==> src/rtl/floatingpointpkg.sv <==
// Shared floating-point types: operand classification and adder/subtractor sequencing states.
package floatingpointpkg;

    typedef enum logic [2:0] {
        ZERO,
        SUBN,
        NORM,
        INF,
        NAN
    } fp_class_e;

    typedef enum logic [2:0] {
        S_IDLE,
        S_UNPACK,
        S_ALIGN,
        S_ADD,
        S_NORM,
        S_ROUND,
        S_DONE
    } fpadd_state_e;

    // Width-agnostic: callers pass the field predicates rather than the fields themselves.
    function automatic fp_class_e fpClassify(
        input logic expZero,
        input logic expOnes,
        input logic fracNonZero,
        input logic denormEn
    );
        if (expOnes) begin
            return fracNonZero ? NAN : INF;
        end else if (expZero) begin
            return (denormEn && fracNonZero) ? SUBN : ZERO;
        end
        return NORM;
    endfunction

endpackage

==> src/rtl/fp_lzc.sv <==
// Combinational leading-zero counter; an all-zero input reports WIDTH.
module fp_lzc #(
    parameter int WIDTH = 27
) (
    input  logic [WIDTH-1:0]           Value,
    output logic [$clog2(WIDTH+1)-1:0] Count
);

    localparam int CNT_W = $clog2(WIDTH + 1);

    // Scan upward so the highest set bit is the last one to write Count.
    always_comb begin
        Count = CNT_W'(WIDTH);
        for (int i = 0; i < WIDTH; i++) begin
            if (Value[i]) begin
                Count = CNT_W'(WIDTH - 1 - i);
            end
        end
    end

endmodule

==> src/rtl/fp_addsub_seq.sv <==
// Multi-cycle IEEE-754 adder/subtractor with round-to-nearest-even, one operation in flight.
// Define FPADD_DENORM_EN for gradual underflow; otherwise subnormals flush to signed zero.
module fp_addsub_seq
    import floatingpointpkg::*;
#(
    parameter int EXP_W  = 8,
    parameter int FRAC_W = 23
) (
    input  logic                  Clock,
    input  logic                  Reset,
    input  logic [EXP_W+FRAC_W:0] InA,
    input  logic [EXP_W+FRAC_W:0] InB,
    input  logic                  Op,
    input  logic                  InValid,
    output logic                  InReady,
    output logic [EXP_W+FRAC_W:0] Result,
    output logic                  OutValid,
    input  logic                  OutReady,
    output logic                  Zero,
    output logic                  Inf,
    output logic                  Nan,
    output logic                  Inexact
);

    localparam int W   = 1 + EXP_W + FRAC_W;
    localparam int MW  = FRAC_W + 4;
    localparam int SW  = FRAC_W + 5;
    localparam int XW  = EXP_W + 1;
    localparam int LZW = $clog2(MW + 1);
    localparam int CW  = ((XW > LZW) ? XW : LZW) + 1;
    localparam logic [31:0]      SH_MAX   = 32'(FRAC_W + 3);
    localparam logic [EXP_W-1:0] EXP_ONES = '1;
    localparam logic [XW-1:0]    EXP_MAX  = {1'b0, EXP_ONES};
    localparam logic [W-1:0]     QNAN     = {1'b0, EXP_ONES, 1'b1, {(FRAC_W-1){1'b0}}};
`ifdef FPADD_DENORM_EN
    localparam logic DENORM_EN = 1'b1;
`else
    localparam logic DENORM_EN = 1'b0;
`endif

    fpadd_state_e stateReg;
    logic inReadyReg, outValidReg, zeroReg, infReg, nanReg, inexactReg;
    logic [W-1:0] resultReg;

    logic [W-1:0] aReg, bReg;
    logic opReg;
    logic uSignA, uSignB, uSpec;
    logic [XW-1:0] uExpA, uExpB;
    logic [FRAC_W:0] uManA, uManB;
    logic [W-1:0] uSpecVal;
    logic alSign, alSub, alZeroNeg;
    logic [XW-1:0] alExp;
    logic [MW-1:0] alBig, alSmall;
    logic [SW-1:0] sumReg;
    logic [XW-1:0] adExp;
    logic adSign, adZeroNeg;
    logic [MW-1:0] nmMant;
    logic [XW-1:0] nmExp;
    logic nmSign, nmZero, nmFlush, nmZeroNeg;
    logic [W-1:0] rdResult;
    logic rdInexact;

    // Unpack: classification and special-value override.
    logic [EXP_W-1:0] expFldA, expFldB;
    logic [FRAC_W-1:0] fracA, fracB;
    logic signBEff;
    fp_class_e classA, classB;
    logic [XW-1:0] unpExpA, unpExpB;
    logic [FRAC_W:0] unpManA, unpManB;
    logic unpSpec;
    logic [W-1:0] unpSpecVal;

    assign expFldA  = aReg[W-2:FRAC_W];
    assign expFldB  = bReg[W-2:FRAC_W];
    assign fracA    = aReg[FRAC_W-1:0];
    assign fracB    = bReg[FRAC_W-1:0];
    assign signBEff = bReg[W-1] ^ opReg;
    assign classA   = fpClassify(expFldA == '0, expFldA == EXP_ONES, |fracA, DENORM_EN);
    assign classB   = fpClassify(expFldB == '0, expFldB == EXP_ONES, |fracB, DENORM_EN);

    always_comb begin
        unpExpA = (expFldA == '0) ? XW'(1) : {1'b0, expFldA};
        unpExpB = (expFldB == '0) ? XW'(1) : {1'b0, expFldB};
        unpManA = '0;
        unpManB = '0;
        if (classA == NORM) unpManA = {1'b1, fracA};
        else if (classA == SUBN) unpManA = {1'b0, fracA};
        if (classB == NORM) unpManB = {1'b1, fracB};
        else if (classB == SUBN) unpManB = {1'b0, fracB};
        unpSpec    = 1'b1;
        unpSpecVal = QNAN;
        if (classA == NAN || classB == NAN ||
            (classA == INF && classB == INF && aReg[W-1] != signBEff)) begin
            unpSpecVal = QNAN;
        end else if (classA == INF) begin
            unpSpecVal = {aReg[W-1], EXP_ONES, {FRAC_W{1'b0}}};
        end else if (classB == INF) begin
            unpSpecVal = {signBEff, EXP_ONES, {FRAC_W{1'b0}}};
        end else begin
            unpSpec = 1'b0;
        end
    end

    // Align: the smaller magnitude shifts right, everything past the round bit folds into sticky.
    logic aIsBig;
    logic [XW-1:0] bigExp, smallExp, expDiff;
    logic [FRAC_W:0] bigMan, smallMan;
    logic [31:0] shAmt;
    logic [MW-1:0] smallExt, smallShift, lostMask, alnSmall;

    always_comb begin
        aIsBig     = (uExpA > uExpB) || ((uExpA == uExpB) && (uManA >= uManB));
        bigExp     = aIsBig ? uExpA : uExpB;
        smallExp   = aIsBig ? uExpB : uExpA;
        bigMan     = aIsBig ? uManA : uManB;
        smallMan   = aIsBig ? uManB : uManA;
        expDiff    = bigExp - smallExp;
        shAmt      = (32'(expDiff) > SH_MAX) ? SH_MAX : 32'(expDiff);
        smallExt   = {smallMan, 3'b000};
        smallShift = smallExt >> shAmt;
        lostMask   = ~({MW{1'b1}} << shAmt);
        alnSmall   = {smallShift[MW-1:1], smallShift[0] | (|(smallExt & lostMask))};
    end

    logic [SW-1:0] sumNext;
    assign sumNext = alSub ? ({1'b0, alBig} - {1'b0, alSmall}) : ({1'b0, alBig} + {1'b0, alSmall});

    // Normalise; an exponent that would drop below 1 either goes subnormal or flushes.
    logic [LZW-1:0] lzCount;
    logic [CW-1:0] lzWide, expWide;
    logic [MW-1:0] normMant;
    logic [XW-1:0] normExp;
    logic normZero, normFlush;

    fp_lzc #(.WIDTH(MW)) uLzc (
        .Value (sumReg[MW-1:0]),
        .Count (lzCount)
    );

    assign lzWide  = {{(CW-LZW){1'b0}}, lzCount};
    assign expWide = {{(CW-XW){1'b0}}, adExp};

    always_comb begin
        normMant  = sumReg[MW-1:0];
        normExp   = adExp;
        normZero  = 1'b0;
        normFlush = 1'b0;
        if (sumReg == '0) begin
            normZero = 1'b1;
        end else if (sumReg[SW-1]) begin
            normMant = {sumReg[SW-1:2], |sumReg[1:0]};
            normExp  = adExp + XW'(1);
        end else if (lzWide < expWide) begin
            normMant = sumReg[MW-1:0] << lzCount;
            normExp  = XW'(expWide - lzWide);
        end else if (DENORM_EN) begin
            normMant = sumReg[MW-1:0] << (adExp - XW'(1));
            normExp  = '0;
        end else begin
            normFlush = 1'b1;
        end
    end

    // Round to nearest even; a subnormal that rounds up into the hidden bit becomes exponent 1.
    logic roundInc;
    logic [FRAC_W+1:0] rounded;
    logic [XW-1:0] expRnd;
    logic [FRAC_W-1:0] fracRnd;
    logic [W-1:0] roundResult;
    logic roundInexact;

    always_comb begin
        roundInc = nmMant[2] & ((|nmMant[1:0]) | nmMant[3]);
        rounded  = {1'b0, nmMant[MW-1:3]} + {{(FRAC_W+1){1'b0}}, roundInc};
        if (nmExp == '0) begin
            expRnd = {{EXP_W{1'b0}}, rounded[FRAC_W]};
        end else begin
            expRnd = nmExp + {{EXP_W{1'b0}}, rounded[FRAC_W+1]};
        end
        fracRnd = rounded[FRAC_W+1] ? rounded[FRAC_W:1] : rounded[FRAC_W-1:0];
        roundResult  = {nmSign, expRnd[EXP_W-1:0], fracRnd};
        roundInexact = |nmMant[2:0];
        if (uSpec) begin
            roundResult  = uSpecVal;
            roundInexact = 1'b0;
        end else if (nmZero) begin
            roundResult  = {nmZeroNeg, {(W-1){1'b0}}};
            roundInexact = 1'b0;
        end else if (nmFlush) begin
            roundResult  = {nmSign, {(W-1){1'b0}}};
            roundInexact = 1'b1;
        end else if (expRnd >= EXP_MAX) begin
            roundResult  = {nmSign, EXP_ONES, {FRAC_W{1'b0}}};
            roundInexact = 1'b1;
        end
    end

    always_ff @(posedge Clock) begin
        case (stateReg)
            S_IDLE: begin
                if (InValid && inReadyReg) begin
                    aReg  <= InA;
                    bReg  <= InB;
                    opReg <= Op;
                end
            end
            S_UNPACK: begin
                uSignA   <= aReg[W-1];
                uSignB   <= signBEff;
                uExpA    <= unpExpA;
                uExpB    <= unpExpB;
                uManA    <= unpManA;
                uManB    <= unpManB;
                uSpec    <= unpSpec;
                uSpecVal <= unpSpecVal;
            end
            S_ALIGN: begin
                alSign    <= aIsBig ? uSignA : uSignB;
                alExp     <= bigExp;
                alBig     <= {bigMan, 3'b000};
                alSmall   <= alnSmall;
                alSub     <= uSignA ^ uSignB;
                alZeroNeg <= uSignA & uSignB;
            end
            S_ADD: begin
                sumReg    <= sumNext;
                adExp     <= alExp;
                adSign    <= alSign;
                adZeroNeg <= alZeroNeg;
            end
            S_NORM: begin
                nmMant    <= normMant;
                nmExp     <= normExp;
                nmSign    <= adSign;
                nmZero    <= normZero;
                nmFlush   <= normFlush;
                nmZeroNeg <= adZeroNeg;
            end
            S_ROUND: begin
                rdResult  <= roundResult;
                rdInexact <= roundInexact;
            end
            default: ;
        endcase
    end

    logic [EXP_W-1:0] rdExp;
    logic rdFracNz;
    assign rdExp    = rdResult[W-2:FRAC_W];
    assign rdFracNz = |rdResult[FRAC_W-1:0];

    always_ff @(posedge Clock) begin
        if (Reset) begin
            stateReg    <= S_IDLE;
            inReadyReg  <= 1'b1;
            outValidReg <= 1'b0;
            resultReg   <= '0;
            zeroReg     <= 1'b0;
            infReg      <= 1'b0;
            nanReg      <= 1'b0;
            inexactReg  <= 1'b0;
        end else begin
            case (stateReg)
                S_IDLE: begin
                    if (InValid && inReadyReg) begin
                        inReadyReg <= 1'b0;
                        stateReg   <= S_UNPACK;
                    end
                end
                S_UNPACK: stateReg <= S_ALIGN;
                S_ALIGN:  stateReg <= S_ADD;
                S_ADD:    stateReg <= S_NORM;
                S_NORM:   stateReg <= S_ROUND;
                S_ROUND:  stateReg <= S_DONE;
                S_DONE: begin
                    // First DONE edge publishes the result; later edges wait for the consumer.
                    if (!outValidReg) begin
                        outValidReg <= 1'b1;
                        resultReg   <= rdResult;
                        zeroReg     <= (rdExp == '0) && !rdFracNz;
                        infReg      <= (rdExp == EXP_ONES) && !rdFracNz;
                        nanReg      <= (rdExp == EXP_ONES) && rdFracNz;
                        inexactReg  <= rdInexact;
                    end else if (OutReady) begin
                        outValidReg <= 1'b0;
                        inReadyReg  <= 1'b1;
                        stateReg    <= S_IDLE;
                    end
                end
                default: stateReg <= S_IDLE;
            endcase
        end
    end

    assign InReady  = inReadyReg;
    assign OutValid = outValidReg;
    assign Result   = resultReg;
    assign Zero     = zeroReg;
    assign Inf      = infReg;
    assign Nan      = nanReg;
    assign Inexact  = inexactReg;

endmodule

==> config.mk <==
export PLATFORM = sky130hd
export DESIGN_NAME = fp_addsub_seq
export DESIGN_NICKNAME = d
export VERILOG_FILES = /design/src/rtl/floatingpointpkg.sv /design/src/rtl/fp_lzc.sv /design/src/rtl/fp_addsub_seq.sv
export SDC_FILE = /design/constraint.sdc
export NUM_CORES = 1
export LEC_CHECK = 0
export CELL_PAD_IN_SITES_DETAIL_PLACEMENT = 1
export CELL_PAD_IN_SITES_GLOBAL_PLACEMENT = 1
export CORE_ASPECT_RATIO = 0.8
export CORE_MARGIN = 2
export CORE_UTILIZATION = 30
export DETAILED_ROUTE_END_ITERATION = 7
export PLACE_DENSITY = 0.64
export RECOVER_POWER = 50
export SLEW_MARGIN = 5
export SYNTH_ARGS = -nofsm -noshare
export SYNTH_HDL_FRONTEND = slang
export SYNTH_SLANG_ARGS = --single-unit
==> constraint.sdc <==
create_clock -name Clock -period 16.72 [get_ports Clock]
set_input_delay 2.508 -clock Clock [delete_from_list [all_inputs] [get_ports Clock]]
set_output_delay 2.508 -clock Clock [all_outputs]
set_load 0.03 [all_outputs]
==> results.cfg, run 1 <==
[run_status]
status = complete, but fails checks
violations = max-capacitance violations, max-slew violations

[min_path]
hp-class = reg -> reg

[die]
ios = 107
core-area_um2 = 68500
initial_core_util_pct = 30.2
rows = 86
die_y_um = 239
fp.dieArea_um2 = 71100
chipWidth_um = 298

[drt]
drt_iter0_drc = 1006
route.top_layer_used = met4
wl_per_cell_um = 20.6
drt_first_pass_iters = 5
met3_wirelength_um = 2610
antenna_violating_nets_post_route = 0
wl_met1_um = 28700
met2_length_um = 30400
drc = 0
routed_wirelength_um = 64000
via_count = 16359
vias_per_cell = 5.27

[yosys]
synth_top_area_share_pct = 44.6
synthXorXnorAreaFrac_pct = 2.84
ys_seq_area_share_pct = 48.5
synth-async-reset-ratio_pct = 0
synth_area_per_cell_um2 = 9.86
synthMuxAreaShare_pct = 4.58
synthesis.area_um2 = 20700
synth_top_family_by_area = compound AO/OA/AOI/OAI gates
synth_adder_area_share_pct = 5.81
synth_edf_count = 307
synth_compound_area_share_pct = 17.9
yosys.area_share.simple_pct = 15.8
ys.flop_type = edfxtp_1
synth_seq_cells = 348
synth_cell_types = 91
syn_nets = 2261
synth_area_leaders = edfxtp_1, ha_1, a21oi_1
synth_top_area_cell = edfxtp_1
netlist_instances = 2098
ys_warn_count = 0

[setup_path]
worstPathRequired_ns = 17.02
crit_path_max_fanout = 12
cp_slowest_cell = a31oi_1
path_class = reg -> reg
endpoint_kind = flip-flop
crit_arrival_ns = 7.16
cp_cell_sequence = ha_1 -> nand4_1 -> or4_4 -> a221oi_4 -> o311ai_4 -> a211oi_2 -> nor2_1 -> ha_1 -> nand3b_1 -> xnor2_1 -> nand2_1 -> a31oi_1 -> nand2_1 -> mux2_2 -> nand2_1 -> o21ai_0 -> mux2i_1 -> o221ai_1
crit_top_cell = nand2_1
worst_path_largest_cell_delay_ns = 0.86
worstSetupStartpointType = flip-flop

[cts]
htreeDepth = 2
numCtsBuffers = 41
clock-sinks = 348
clk_pin_slew_ns = 0.06
post_cts_buffers = 0
cts-hold-fix-buffers = 0
clock_path_buffers = 3
post_cts_resized = 0
clkLatencyLatePin_ns = 0.58
cts_tree = done
root_buffer = clkbuf_16

[sta]
report.final.slew_viol_count = 294
whs_ns = 0.429
setup_ws_ns = 9.86
post-route-min-period_ns = 6.86
max_freq_ghz = 0.146
setup_viol = 0
fin_skew_ns = 0.0327
slew_headroom_pct = -138
worstMarginPinSlew_ns = 3.57
hold_viol = 0
setup_tns_ns = 0
rsz0062_at_grt = no
post-route-period-util_pct = 41.0

[finish]
seqCellArea_um2 = 10000
antenna_cells = 0
multiInputGateArea_um2 = 9770
n_fill_cell = 7715
area_delta_synth_final_pct = 16.2
final_layout_size_suffix_gt1_share_pct = 6.37
final_core_util_pct = 35.1
fin_nets = 2315

[global_route]
grt_pass1_vias = 17329
grt_max_degree = 66
antenna_found_initial = 0
grt_pass1_wl_um = 100000
grt_overflow = 0
track_usage_pct = 17.8

[placed_design]
dp_hpwl_um = 49000
place_ws_ns = 10.04
io_buffers = 106
gp_congestion = 0.942

[pwr]
ir_worst_vdd_uv = 96.3
p_leak_nw = 8.52
p_per_area_nw_per_um2 = 105
power_mw = 2.52

[run]
cap_viol_max_count = 7
## critical path, delay by kind of cell, from the launching register on
kind / cells / cell delay, ns
AND/OR/NAND/NOR: 7 / 1.74
AO/OA/AOI/OAI: 6 / 1.98
XOR/XNOR: 1 / 0.78
multiplexers: 2 / 0.77
adder cells (fa/ha/maj): 2 / 0.83
flip-flops: 1 / 0.44
## cell usage after synthesis (21+ instances only)
library cell / instances
a211oi_1: 22
a21o_1: 22
a21oi_1: 174
a221oi_1: 27
a22oi_1: 25
and2_1: 58
clkbuf_1: 93
dfxtp_1: 41
edfxtp_1: 307
ha_1: 92
inv_1: 119
mux2_2: 22
mux2i_1: 47
nand2_1: 231
nand2b_1: 21
nand3_1: 44
nand4_1: 27
nor2_1: 157
nor3_1: 65
nor4_1: 30
o21ai_0: 140
xnor2_1: 36
xor2_1: 31
## power breakdown
group | internal (mW) | switching (mW)
logic | 0.170 | 0.336
registers | 1.02 | 0.0371
clock network | 0.570 | 0.383
## per-stage QoR
step                instance area [um^2]  cells
global route                       24000   3107
CTS                                24100   3107
finish                             24000   3107
detailed placement                 22700   3033
global placement                   22700   3033
floorplan                          20700   2098
## routing by layer
metal	track usage, %	vias up
met4	6.61	0
met1	22.6	7993
met5	0	-
met3	2.71	117
met2	30.5	396
li1	-	7853
## cell usage in the layout, fill, tap and decap left out, types with 23 or more instances in the layout
cell type and count:
a21oi_1 174, a221oi_1 27, a22oi_1 25, and2_0 35
and2_1 23, clkbuf_16 42, clkdlybuf4s50_1 94, dfxtp_1 41
edfxtp_1 307, ha_1 92, inv_1 119, mux2i_1 47
nand2_1 231, nand3_1 44, nand4_1 27, nor2_1 156
nor3_1 63, nor4_1 29, o21ai_0 140, xnor2_1 36
xor2_1 31
## area by class of cell
cell class                 count  share of cell area (%)
timing repair buffer         126                    4.96
inverter                     122                    1.90
tap                          924                    4.81
clock inverter                31                    1.56
sequential                   348                    41.7
clock buffer                  43                    4.39
multi-input combinational   1513                    40.6
## flip-flops by register name, summed over array words and instances (netlist names), 9 cells and up
name      count
alSmall      27
aReg         32
bReg         32
uManB        24
alBig        24
sumReg       28
uManA        24
Result       32
rdResult     32
nmMant       27
nmExp         9
## worst paths after layout
check | from | end | slack [ns] | depth (start not counted)
setup reg to reg | uExpB[0] | alSmall[3] | 9.86 | 18
hold / removal | alExp[2] | adExp[2] | 0.43 | 0
setup / recovery | uExpB[0] | alSmall[3] | 9.86 | 18
hold reg to reg | alExp[2] | adExp[2] | 0.43 | 0
## kinds of logic (layout without fill, tap and decap cells)
family / after synthesis / in the layout
xor gates and xnor gates: 67 / 67
DFF: 348 / 348
buffers and inverters: 237 / 322
adders and majority gates: 95 / 95
AOI/OAI and AO/OA: 576 / 576
and+or+nand+nor: 695 / 695
muxes: 80 / 80
No activity file was read; power rests on OpenSTA's default activity.
==> inputs of run 2 (changes only) <==
clock period = 7 ns   (was 16.72 ns; I/O delays follow)
==> results.cfg, run 2 (synthesized netlist as in run 1, its figures left out) <==
[cts]
clock-sinks = 348
clk_pin_slew_ns = 0.06
clkLatencyLatePin_ns = 0.57
cts_tree = done
root_buffer = clkbuf_16
htreeDepth = 2
clock_path_buffers = 3
numCtsBuffers = 41

[drt]
drt_first_pass_iters = 5
vias_per_cell = 5.27
antenna_violating_nets_post_route = 0
routed_wirelength_um = 65700
via_count = 16451
wl_per_cell_um = 21.0
drt_iter0_drc = 1015
drc = 0

[pwr]
p_per_area_nw_per_um2 = 247
p_switching_mw = 1.78
ir_worst_vdd_uv = 152
power_mw = 5.96
internal-power_mw = 4.18
p_sw_share_pct = 29.9
seq_power_share_pct = 42.5
p_leak_nw = 8.58
p_clk_share_pct = 36.9
pwr-share-comb_pct = 20.6

[global_route]
grt_pass1_vias = 17161
grt_max_degree = 67
track_usage_pct = 18.3
grt_overflow = 0
grt_pass1_wl_um = 102000
antenna_found_initial = 0

[finish]
final_common_cell = edfxtp_1
final_cell_count_no_fill = 3121
area_delta_synth_final_pct = 16.5
antenna_cells = 0
fin_nets = 2329
final_core_util_pct = 35.2
final_layout_size_suffix_gt1_share_pct = 6.55
final_area_um2 = 24100
final_cell_mix = edfxtp_1, nand2_1, a21oi_1, nor2_1, o21ai_0
n_fill_cell = 7673

[setup_path]
worst_path_largest_cell_delay_ns = 0.56
crit_arrival_ns = 6.73
cp_slowest_cell = a2111oi_0
cp_cell_sequence = ha_1 -> nand2_1 -> or4_4 -> a221oi_4 -> o311ai_4 -> a211oi_2 -> nor2_1 -> ha_1 -> a22oi_1 -> a21oi_1 -> or3b_1 -> a211oi_1 -> a2bb2o_4 -> nor2_2 -> nand2_1 -> buf_4 -> o21ai_0 -> nand3_1 -> a2111oi_0 -> o221ai_1
endpoint_kind = flip-flop
worstPathRequired_ns = 7.28
crit_path_max_fanout = 23
path_class = reg -> reg
worstSetupStartpointType = flip-flop

[placed_design]
gp_congestion = 0.937
dp.cells = 3047
dp_hpwl_um = 50400
place_ws_ns = 0.511
io_buffers = 106
placed_cell_area_um2 = 22800

[run_status]
violations = max-capacitance violations, max-slew violations
status = complete, but fails checks

[sta]
report.final.slew_viol_count = 270
setup_tns_ns = 0
hold_viol = 0
setup_ws_ns = 0.543
post-route-min-period_ns = 6.46
whs_ns = 0.422
post-route-period-util_pct = 92.2
setup_viol = 0
slew_headroom_pct = -130
worstMarginPinSlew_ns = 3.45
max_freq_ghz = 0.155
rsz0062_at_grt = no
fin_skew_ns = 0.0232

[die]
ios = 107
fp.dieArea_um2 = 71100
rows = 86
chipWidth_um = 298
die_y_um = 239
core-area_um2 = 68500
initial_core_util_pct = 30.2

[min_path]
hp-class = reg -> reg

[run]
cap_viol_max_count = 6
run 2: power groups by stage:
stage,clock network [mW],logic (mW),registers (mW)
after floorplan,0,0.822,2.54
after global placement,0,1.22,2.57
after detailed placement,0,1.23,2.58
after CTS,2.27,1.24,2.53
after global routing,2.35,1.35,2.55
final,2.20,1.23,2.53
run 2: critical path, delay by kind of cell, from the launching register on:
family,cells,cell delay (ns)
compound gates,10,2.93
fa+ha+maj,2,0.67
buf+inv,1,0.23
flops,1,0.46
simple gates,7,1.87
run 2: path summary, 6_finish.rpt:
path / from / to / slack [ns] / depth (start not counted)
min reg2reg: adZeroNeg / nmZeroNeg / 0.42 / 0
max: uExpA[7] / alSmall[0] / 0.54 / 20
min: adZeroNeg / nmZeroNeg / 0.42 / 0
max reg2reg: uExpA[7] / alSmall[0] / 0.54 / 20
run 2: layout make-up:
class / instances / area, um^2 / share of cell area (%)
Clock inverter: 26 / 294 / 1.22
Clock buffer: 48 / 1070 / 4.45
Timing Repair Buffer: 140 / 1290 / 5.37
Tap cell: 924 / 1160 / 4.80
Sequential cell: 348 / 10000 / 41.7
Inverter: 122 / 458 / 1.90
Multi-Input combinational cell: 1513 / 9790 / 40.6
run 2: layer usage:
layer	global-route usage (%)	wire [um]	vias up
met5	0	0	-
met4	6.23	2130	0
met3	2.34	2570	103
met2	31.4	31200	373
met1	23.8	29800	8096
li1	-	-	7879
run 2: timing repair:
item | in CTS | in global routing
hold buffers | 0 | 0
gates resized for setup | 0 | 1
setup endpoints to repair | 0 | 1
buffers inserted | 0 | 0
==> inputs of run 3 (changes only) <==
CORE_UTILIZATION = 40   (was 30)
PLACE_DENSITY = 0.78   (was 0.64)
==> results.cfg, run 3 (synthesized netlist as in run 1, its figures left out) <==
[setup_path]
startpoint = uExpB[0]
path_class = reg -> reg
worstPathRequired_ns = 7.25
crit_arrival_ns = 6.95
crit_path_max_fanout = 12
timing.rr.start = uExpB[0]
endpoint_kind = flip-flop
worstSetupStartpointType = flip-flop
rrSetupSlack_ns = 0.31

[finish]
area_delta_synth_final_pct = 14.8
final_layout_size_suffix_gt1_share_pct = 6.64
antenna_cells = 0
final_cell_count_no_fill = 2882
final_common_cell = edfxtp_1
fin_nets = 2331
n_fill_cell = 5694
final_cell_mix = edfxtp_1, nand2_1, a21oi_1, nor2_1, o21ai_0

[sta]
setup_tns_ns = 0
hold_viol = 0
report.final.slew_viol_count = 280
rsz0062_at_grt = no
post-route-period-util_pct = 95.6
max_freq_ghz = 0.149
setup_viol = 0
slew_headroom_pct = -151
fin_skew_ns = 0.0296
post-route-min-period_ns = 6.69
worstMarginPinSlew_ns = 3.76

[placed_design]
dp.cells = 2811
gp_congestion = 0.971
dp_hpwl_um = 49400
io_buffers = 106

[cts]
numCtsBuffers = 39
cts-hold-fix-buffers = 0
post_cts_resized = 0
cts_tree = done
clock-sinks = 348
clkLatencyLatePin_ns = 0.57
post_cts_buffers = 0
clk_pin_slew_ns = 0.06
root_buffer = clkbuf_16
clock_path_buffers = 3
htreeDepth = 2

[run]
cap_viol_max_count = 7

[drt]
antenna_violating_nets_post_route = 0
vias_per_cell = 5.88
drt_iter0_drc = 1361
via_count = 16944
wl_per_cell_um = 22.4
routed_wirelength_um = 64600
drc = 0
drt_first_pass_iters = 5

[pwr]
power_mw = 5.90
p_leak_nw = 8.56
ir_worst_vdd_uv = 192
internal-power_mw = 4.11
p_clk_share_pct = 36.0
p_per_area_nw_per_um2 = 248
seq_power_share_pct = 43.0
p_switching_mw = 1.79
pwr-share-comb_pct = 21.1
p_sw_share_pct = 30.4

[die]
core-area_um2 = 51100
initial_core_util_pct = 40.5
chipWidth_um = 258
ios = 107
die_y_um = 207
rows = 74
fp.dieArea_um2 = 53600

[global_route]
track_usage_pct = 23.9
grt_max_degree = 79
antenna_found_initial = 4
grt_pass1_vias = 17293
grt_pass1_wl_um = 101000
grt_overflow = 0

[min_path]
hp-class = reg -> reg
hold_start = alExp[3]

[run_status]
status = complete, but fails checks
violations = max-capacitance violations, max-slew violations
-- run 3: cell types whose count changed in the layout (fill, tap and decap cells not counted), sizes merged --
cell and change:
buf +3, bufinv -1, clkbuf -3, clkdlybuf4s50 -1, clkinv -2, clkinvlp +2, dlygate4sd3 +1, inv +2
-- run 3: layout make-up --
type	count	area, um^2	area share (%)
Inverter	122	458	1.93
Clock buffer	44	1040	4.36
Multi-Input combinational cell	1513	9760	41.1
Tap cell	684	856	3.60
Timing Repair Buffer	144	1320	5.56
Sequential cell	348	10000	42.3
Clock inverter	27	270	1.14
-- run 3: worst paths after layout --
kind / end / depth (start not counted)
setup / recovery: alSmall[0] / 20
hold / removal: adExp[3] / 0
hold reg to reg: adExp[3] / 0
setup reg to reg: alSmall[0] / 20
-- run 3: per-stage QoR --
stage	setup slack (ns)	instance area [um^2]	hold WS [ns]	utilization [%]
floorplan	1.03	20700	0.400	-
global placement	0.775	22500	0.401	44.0
detailed placement	0.461	22500	0.406	44.0
CTS	0.468	23800	0.420	46.6
global route	0.0371	23700	0.428	46.5
finish	0.308	23700	0.419	46.5
-- run 3: layer usage --
layer | vias up | track usage, % | part of all wire, %
li1 | 7888 | - | -
met1 | 8509 | 32.2 | 45
met2 | 446 | 40.7 | 48
met3 | 95 | 3.08 | 4.7
met4 | 6 | 6.00 | 2.3
met5 | - | 0 | 0.070
-- run 3: worst max-delay path, cell delays in order, from the launching register on --
cell and delay (ns):
edfxtp_1 0.44, ha_1 0.65, nand4_1 0.16, or4_4 0.50, a221oi_4 0.27, o311ai_4 0.24, a211oi_2 0.32, nor2_1 0.08
ha_1 0.21, a22oi_1 0.23, a21oi_1 0.13, or3b_1 0.42, a311oi_1 0.41, a2bb2oi_2 0.42, buf_4 0.30, a22oi_1 0.12
nor2_1 0.19, o21ai_0 0.22, mux2_2 0.37, a211oi_1 0.46, o221ai_1 0.23
-- run 3: power by group through the flow --
stage                     Clock [mW]  Combinational (mW)  Sequential [mW]
after global routing            2.25                1.35             2.55
after global placement             0                1.20             2.56
after floorplan                    0               0.822             2.54
final                           2.12                1.24             2.53
after CTS                       2.17                1.23             2.53
after detailed placement           0                1.23             2.57
==> RTL change 1 (flow settings as in run 3) <==
The option `FPADD_DENORM_EN` is turned on by a define.
--- a/src/rtl/fp_addsub_seq.sv
+++ b/src/rtl/fp_addsub_seq.sv
@@ -2,2 +2,4 @@
 // Define FPADD_DENORM_EN for gradual underflow; otherwise subnormals flush to signed zero.
+`define FPADD_DENORM_EN
+
 module fp_addsub_seq
Behaviour: not the same (Yosys sat finds a counterexample within 10 cycles, from zero or initial values and one cycle with Reset high).
==> RTL change 1 against run 3 <==
The run still ends with max-capacitance violations, max-slew violations left. Setup slack gained 0.23 ns. Power decreased by 4.5%. Synthesized area about the same. Sequential share of layout area rose by 0.17 points. Cell count about the same. Sequential power is essentially flat. Routed wire length decreased by 7.0%. Critical path type unchanged. Design area decreased by 0.70%. Count of clock-buffer cells in the layout unchanged. Sequential cell count shrank 1. Clock power down 9%.
==> RTL change 1: results (changes against run 3) <==
| Metric | Value |
|---|---|
| Status | `finished, violations left` |
| Violated checks | `max-capacitance violations, max-slew violations` |
| CP top delay family | `simple AND/OR/NAND/NOR gates` |
| Met3 Use GR | `2.77% (-0.31 points)` |
| Antenna cells | `0 (unchanged)` |
| R2R Path Start | `uExpA[0]` |
| Routed WL per cell | `20.9 µm (-7.0%)` |
| MaxCap Viol Count | `7 (unchanged)` |
| Reg2reg path depth | `22 (+10%)` |
| Hold Startpoint | `adSign` |
| Cells after Synth | `2093 (-0.24%)` |
| Overall Global Routing Usage | `22.3% (-1.6 points)` |
| Drt initial violations | `1071 (-21%)` |
| Async set-reset flop share out of synthesis | `0% (unchanged)` |
| H-tree Lvls | `2 (unchanged)` |
| Syn. warnings | `0 (unchanged)` |
| First-pass GRT wire length | `95.1 mm (-5.6%)` |
| Class of the worst hold path | `flop to flop` |
| Critical R2R Capture | `alSmall[13]` |
| Clock latency on the worst-skew pair | `0.57 ns (about the same)` |
| RD Place Congestion | `0.950 (-2.2%)` |
| CP max FO | `24 (+12)` |
| Final slew viol count | `331 (+18%)` |
| Fill count | `5664 (-0.53%)` |
| TritonCTS Buffers | `38 (-2.6%)` |
| Max_slew headroom | `-180% (-29 points)` |
| Vias in the first global route | `17068 (-1.3%)` |
| Non-Filler Instances | `2880 (-0.069%)` |
| Placed cell area | `22400 µm² (-0.26%)` |
| Clock Skews | `0.0226 ns (-0.00699 ns)` |
| Cells after DPL | `2812 (+0.036%)` |
| Reg clk slew, reported paths | `approximately 0.070 ns` |
| Post-Syn Nets | `2261 (unchanged)` |
| I/O Buffers | `106 (unchanged)` |
| Hold Path Depth | `0 (unchanged)` |
| Via count | `16346 (-3.5%)` |
| Primary FF master, synth | `edfxtp_1` |
| Initial antenna violation count | `3 (-1)` |
| Quantity of gates resized following cts | `0 (unchanged)` |
| Worst path slowest cell | `ha_1` |
| First drt pass iteration count | `7 (+2)` |
| Register area share after synthesis | `48.4% (-0.11 points)` |
| R2r setup slk | `0.54 ns (+0.23 ns)` |
| Synth area leaders | `edfxtp_1, ha_1, mux2i_1, nand2_1, dfxtp_1` |
| M2 GR Usage | `39.4% (-1.3 points)` |
| Lkg Pwr | `8.49 nW (-0.76%)` |
| Detail Placement HPWL | `46.2 mm (-6.6%)` |
| VDD IR max | `0.192 mV (-0.13%)` |
| Clock buffer depth | `3 (unchanged)` |
| Root Driver | `clkbuf_16` |
| Critical path's largest stage delay | `0.59 ns (-0.06 ns)` |
| Layout cells sized above 1 | `5.87% (-0.77 points)` |
| Distinct cells, synth | `87 (-4.4%)` |
| Grt met1 use | `28.4% (-3.8 points)` |
| Ranking of synthesized cells by instance count | `edfxtp_1, nand2_1, a21oi_1, nor2_1, o21ai_0` |
| Largest net degree at the start of global routing | `70 (-11%)` |
| Post-CTS Repair Setup Buffers | `0 (unchanged)` |
| Post-synth EDFFs | `306 (-0.33%)` |
| Hold Path Sink | `nmSign` |
-- RTL change 1: cell count changes after synthesis, sizes merged, moves of 10 or more --
cell and delta:
mux2i +51, nand2 +28, a21oi -26, a221oi -26, clkbuf -20, nor2 -16
inv -11, o221ai +11, mux2 -10, nor3 -10
-- RTL change 1: final cells by class --
cell class	instances	area [µm²]	area share [%]
Clock buffer	44	973	4.13
Multi-Input combinational cell	1530	9830	41.7
Sequential cell	347	10000	42.5
Tap cell	684	856	3.63
Clock inverter	24	201	0.854
Inverter	112	420	1.78
Timing Repair Buffer	139	1280	5.44
-- RTL change 1: worst max-delay path by stage --
stage / from / end / slack [ns] / cells after the start
after global placement: uExpA[0] / alSmall[13] / 0.74 / 22
after detailed placement: uExpA[0] / alSmall[6] / 0.64 / 21
after global routing: uExpA[0] / alSmall[6] / 0.03 / 21
final: uExpA[0] / alSmall[13] / 0.54 / 22
after floorplan: sumReg[3] / nmMant[18] / 1.21 / 21
after CTS: uExpA[0] / alSmall[6] / 0.61 / 21
-- RTL change 1: cells by family after synthesis --
| kind of cell | after synthesis | share of synthesized area (%) |
|---|---|---|
| and+or+nand+nor | 736 | 17.1 |
| AOI/OAI and AO/OA | 516 | 15.8 |
| DFF | 347 | 48.4 |
| buffers and inverters | 216 | 4.29 |
| muxes | 112 | 5.51 |
| adders and majority gates | 100 | 6.11 |
| xor gates and xnor gates | 66 | 2.80 |
-- RTL change 1: routing by layer --
layer	wire length (µm)	part of all wire [%]	vias up
met4	1670	2.8	4
li1	-	-	7839
met1	26300	44	8066
met2	29800	50	342
met3	2340	3.9	95
met5	27	0.045	-
-- RTL change 1: per-stage QoR --
step	setup slack, ns	power [W]	hold WS (ns)
floorplan	1.21	0.00333	0.400
global placement	0.739	0.00368	0.404
detailed placement	0.643	0.00372	0.410
CTS	0.615	0.00566	0.424
global route	0.0314	0.00588	0.433
finish	0.537	0.00563	0.421
-- RTL change 1: report_power, final --
group / switching (W) / internal (W)
logic: 0.000772 / 0.000394
registers: 0.0000935 / 0.00244
clock network: 0.000852 / 0.00108
==> RTL change 2 (flow settings as in run 3) <==
Made on the original files. Re-encode `fpadd_state_e` (7 states) as one-hot, 7 bits wide.
--- a/src/rtl/floatingpointpkg.sv
+++ b/src/rtl/floatingpointpkg.sv
@@ -11,10 +11,10 @@
 
-    typedef enum logic [2:0] {
-        S_IDLE,
-        S_UNPACK,
-        S_ALIGN,
-        S_ADD,
-        S_NORM,
-        S_ROUND,
-        S_DONE
+    typedef enum logic [6:0] {
+        S_IDLE   = 7'b0000001,
+        S_UNPACK = 7'b0000010,
+        S_ALIGN  = 7'b0000100,
+        S_ADD    = 7'b0001000,
+        S_NORM   = 7'b0010000,
+        S_ROUND  = 7'b0100000,
+        S_DONE   = 7'b1000000
     } fpadd_state_e;
Check against the original RTL: same outputs for any inputs over 4 cycles, from zero or initial values and one cycle with Reset high; so few cycles prove little.
==> RTL change 2 against run 3 <==
The flow still finishes with violations (max-capacitance violations, max-slew violations). Synthesized area up 2.6%. Fmax up 8.3%. Critical path depth down 3. Via count up 2.8%. Sequential cell count up 4. Routed wire length up 4.3%. Setup slack better by 0.51 ns. Count of clock-buffer cells in the layout up 9. Design area up 1.4%. First-iteration DRC count up 5.1%. Clock skew up 0.0013 ns. Critical path type unchanged.
Power is not compared: it rests on default switching activity, and its combinational part moved more than twofold at a synthesized area within 25%.
==> RTL change 2: results (changes against run 3) <==
| Metric | Value |
|---|---|
| Distinct cells, synth | `110 (+21%)` |
| Hold Path Depth | `0 (unchanged)` |
| Crit path DAT | `6.51 ns (-0.44 ns)` |
| Lkg Pwr | `between 8 and 9 nW` |
| Async set-reset flop share out of synthesis | `0% (unchanged)` |
| CP max FO | `81 (+69)` |
| Initial antenna violation count | `1 (-3)` |
| Status | `finished, violations left` |
| Worst-margin pin slew | `3.86 ns (+0.0962 ns)` |
| WL final | `67.4 mm (+4.3%)` |
| Largest net degree at the start of global routing | `82 (+3.8%)` |
| Vias in the first global route | `17816 (+3.0%)` |
| Register area share after synthesis | `47.7% (-0.84 points)` |
| TritonCTS Buffers | `38 (-2.6%)` |
| Detail Placement HPWL | `51.0 mm (+3.2%)` |
| I/O Buffers | `106 (unchanged)` |
| First-pass GRT wire length | `105 mm (+3.8%)` |
| Placement Setup Slack | `0.864 ns (+0.403 ns)` |
| Non-Filler Instances | `2923 (+1.4%)` |
| Final #Nets | `2364 (+1.4%)` |
| Post-Syn Nets | `2304 (+1.9%)` |
| Ranking of synthesized cells by instance count | `edfxtp_1, nand2_1, a21oi_1, nor2_1, inv_1` |
| RD Place Congestion | `0.960 (-1.1%)` |
| Drt via density | `5.96 (+1.3%)` |
| Final slew viol count | `327 (+17%)` |
| Drt initial violations | `1430 (+5.1%)` |
| Synth area leaders | `edfxtp_1, ha_1, dfxtp_1, nand2_1, a21oi_1` |
| Post-CTS Repair Setup Buffers | `0 (unchanged)` |
| Reg2reg path depth | `17 (-15%)` |
| Clock buffer depth | `3 (unchanged)` |
| Clock latency on the worst-skew pair | `between 0.5 and 0.6 ns` |
| Clock Skews | `0.0309 ns (+0.00135 ns)` |
| Worst path slowest cell | `and3_1` |
| Violated checks | `max-capacitance violations, max-slew violations` |
| Overall Global Routing Usage | `24.5% (+0.57 points)` |
| VDD IR max | `between 0.15 and 0.2 mV` |
| MaxCap Viol Count | `7 (unchanged)` |
| Critical path's largest stage delay | `0.88 ns (+0.23 ns)` |
| Cells after Synth | `2141 (+2.0%)` |
| Layout cells sized above 1 | `7.04% (+0.40 points)` |
[RTL change 2: final cells by class]
| cell class | instances | area [µm²] |
|---|---|---|
| timing repair buffer | 142 | 1300 |
| tap | 693 | 867 |
| fill | 5760 | 28400 |
| multi-input combinational | 1531 | 10100 |
| inverter | 136 | 510 |
| sequential | 352 | 10100 |
| clock buffer | 53 | 1050 |
| clock inverter | 16 | 174 |
[RTL change 2: worst paths after layout]
kind	start	end	slack [ns]
max	uExpA[4]	alSmall[0]	0.82
min	adZeroNeg	nmZeroNeg	0.42
max reg2reg	uExpA[4]	alSmall[0]	0.82
min reg2reg	adZeroNeg	nmZeroNeg	0.42
[RTL change 2: through the flow]
step | util [%] | instance area [µm²]
after floorplan | - | 21200
after global placement | 43.6 | 22900
after detailed placement | 43.6 | 22900
after CTS | 45.9 | 24100
after global routing | 45.9 | 24100
final | 45.9 | 24100
[RTL change 2: worst max-delay path: cells and delay by family (launching register included)]
family | cells | cell delay, ns
simple gates | 4 | 1.51
fa+ha+maj | 1 | 0.60
buf+inv | 1 | 0.68
flops | 1 | 0.43
compound gates | 11 | 2.70
[RTL change 2: per-layer routing]
metal | global-route usage, % | wire length, µm
met4 | 6.15 | 1530
met3 | 2.98 | 3640
met5 | 0 | 0
met1 | 34.6 | 31000
met2 | 39.8 | 31300
[RTL change 2: cell families (layout without fill, tap and decap cells)]
group / after synthesis / in the layout / synth area share, %
AOI/OAI and AO/OA: 582 / 582 / 18.5
DFF: 352 / 352 / 47.7
adders and majority gates: 94 / 94 / 5.61
buffers and inverters: 258 / 347 / 5.09
and+or+nand+nor: 728 / 728 / 16.9
xor gates and xnor gates: 68 / 68 / 2.91
muxes: 59 / 59 / 3.31
[RTL change 2: where the power goes]
group          internal [W]  total (W)  switching (W)
Sequential          0.00234    0.00238      0.0000371
Clock               0.00116    0.00202       0.000851
Combinational      0.000121   0.000346       0.000224
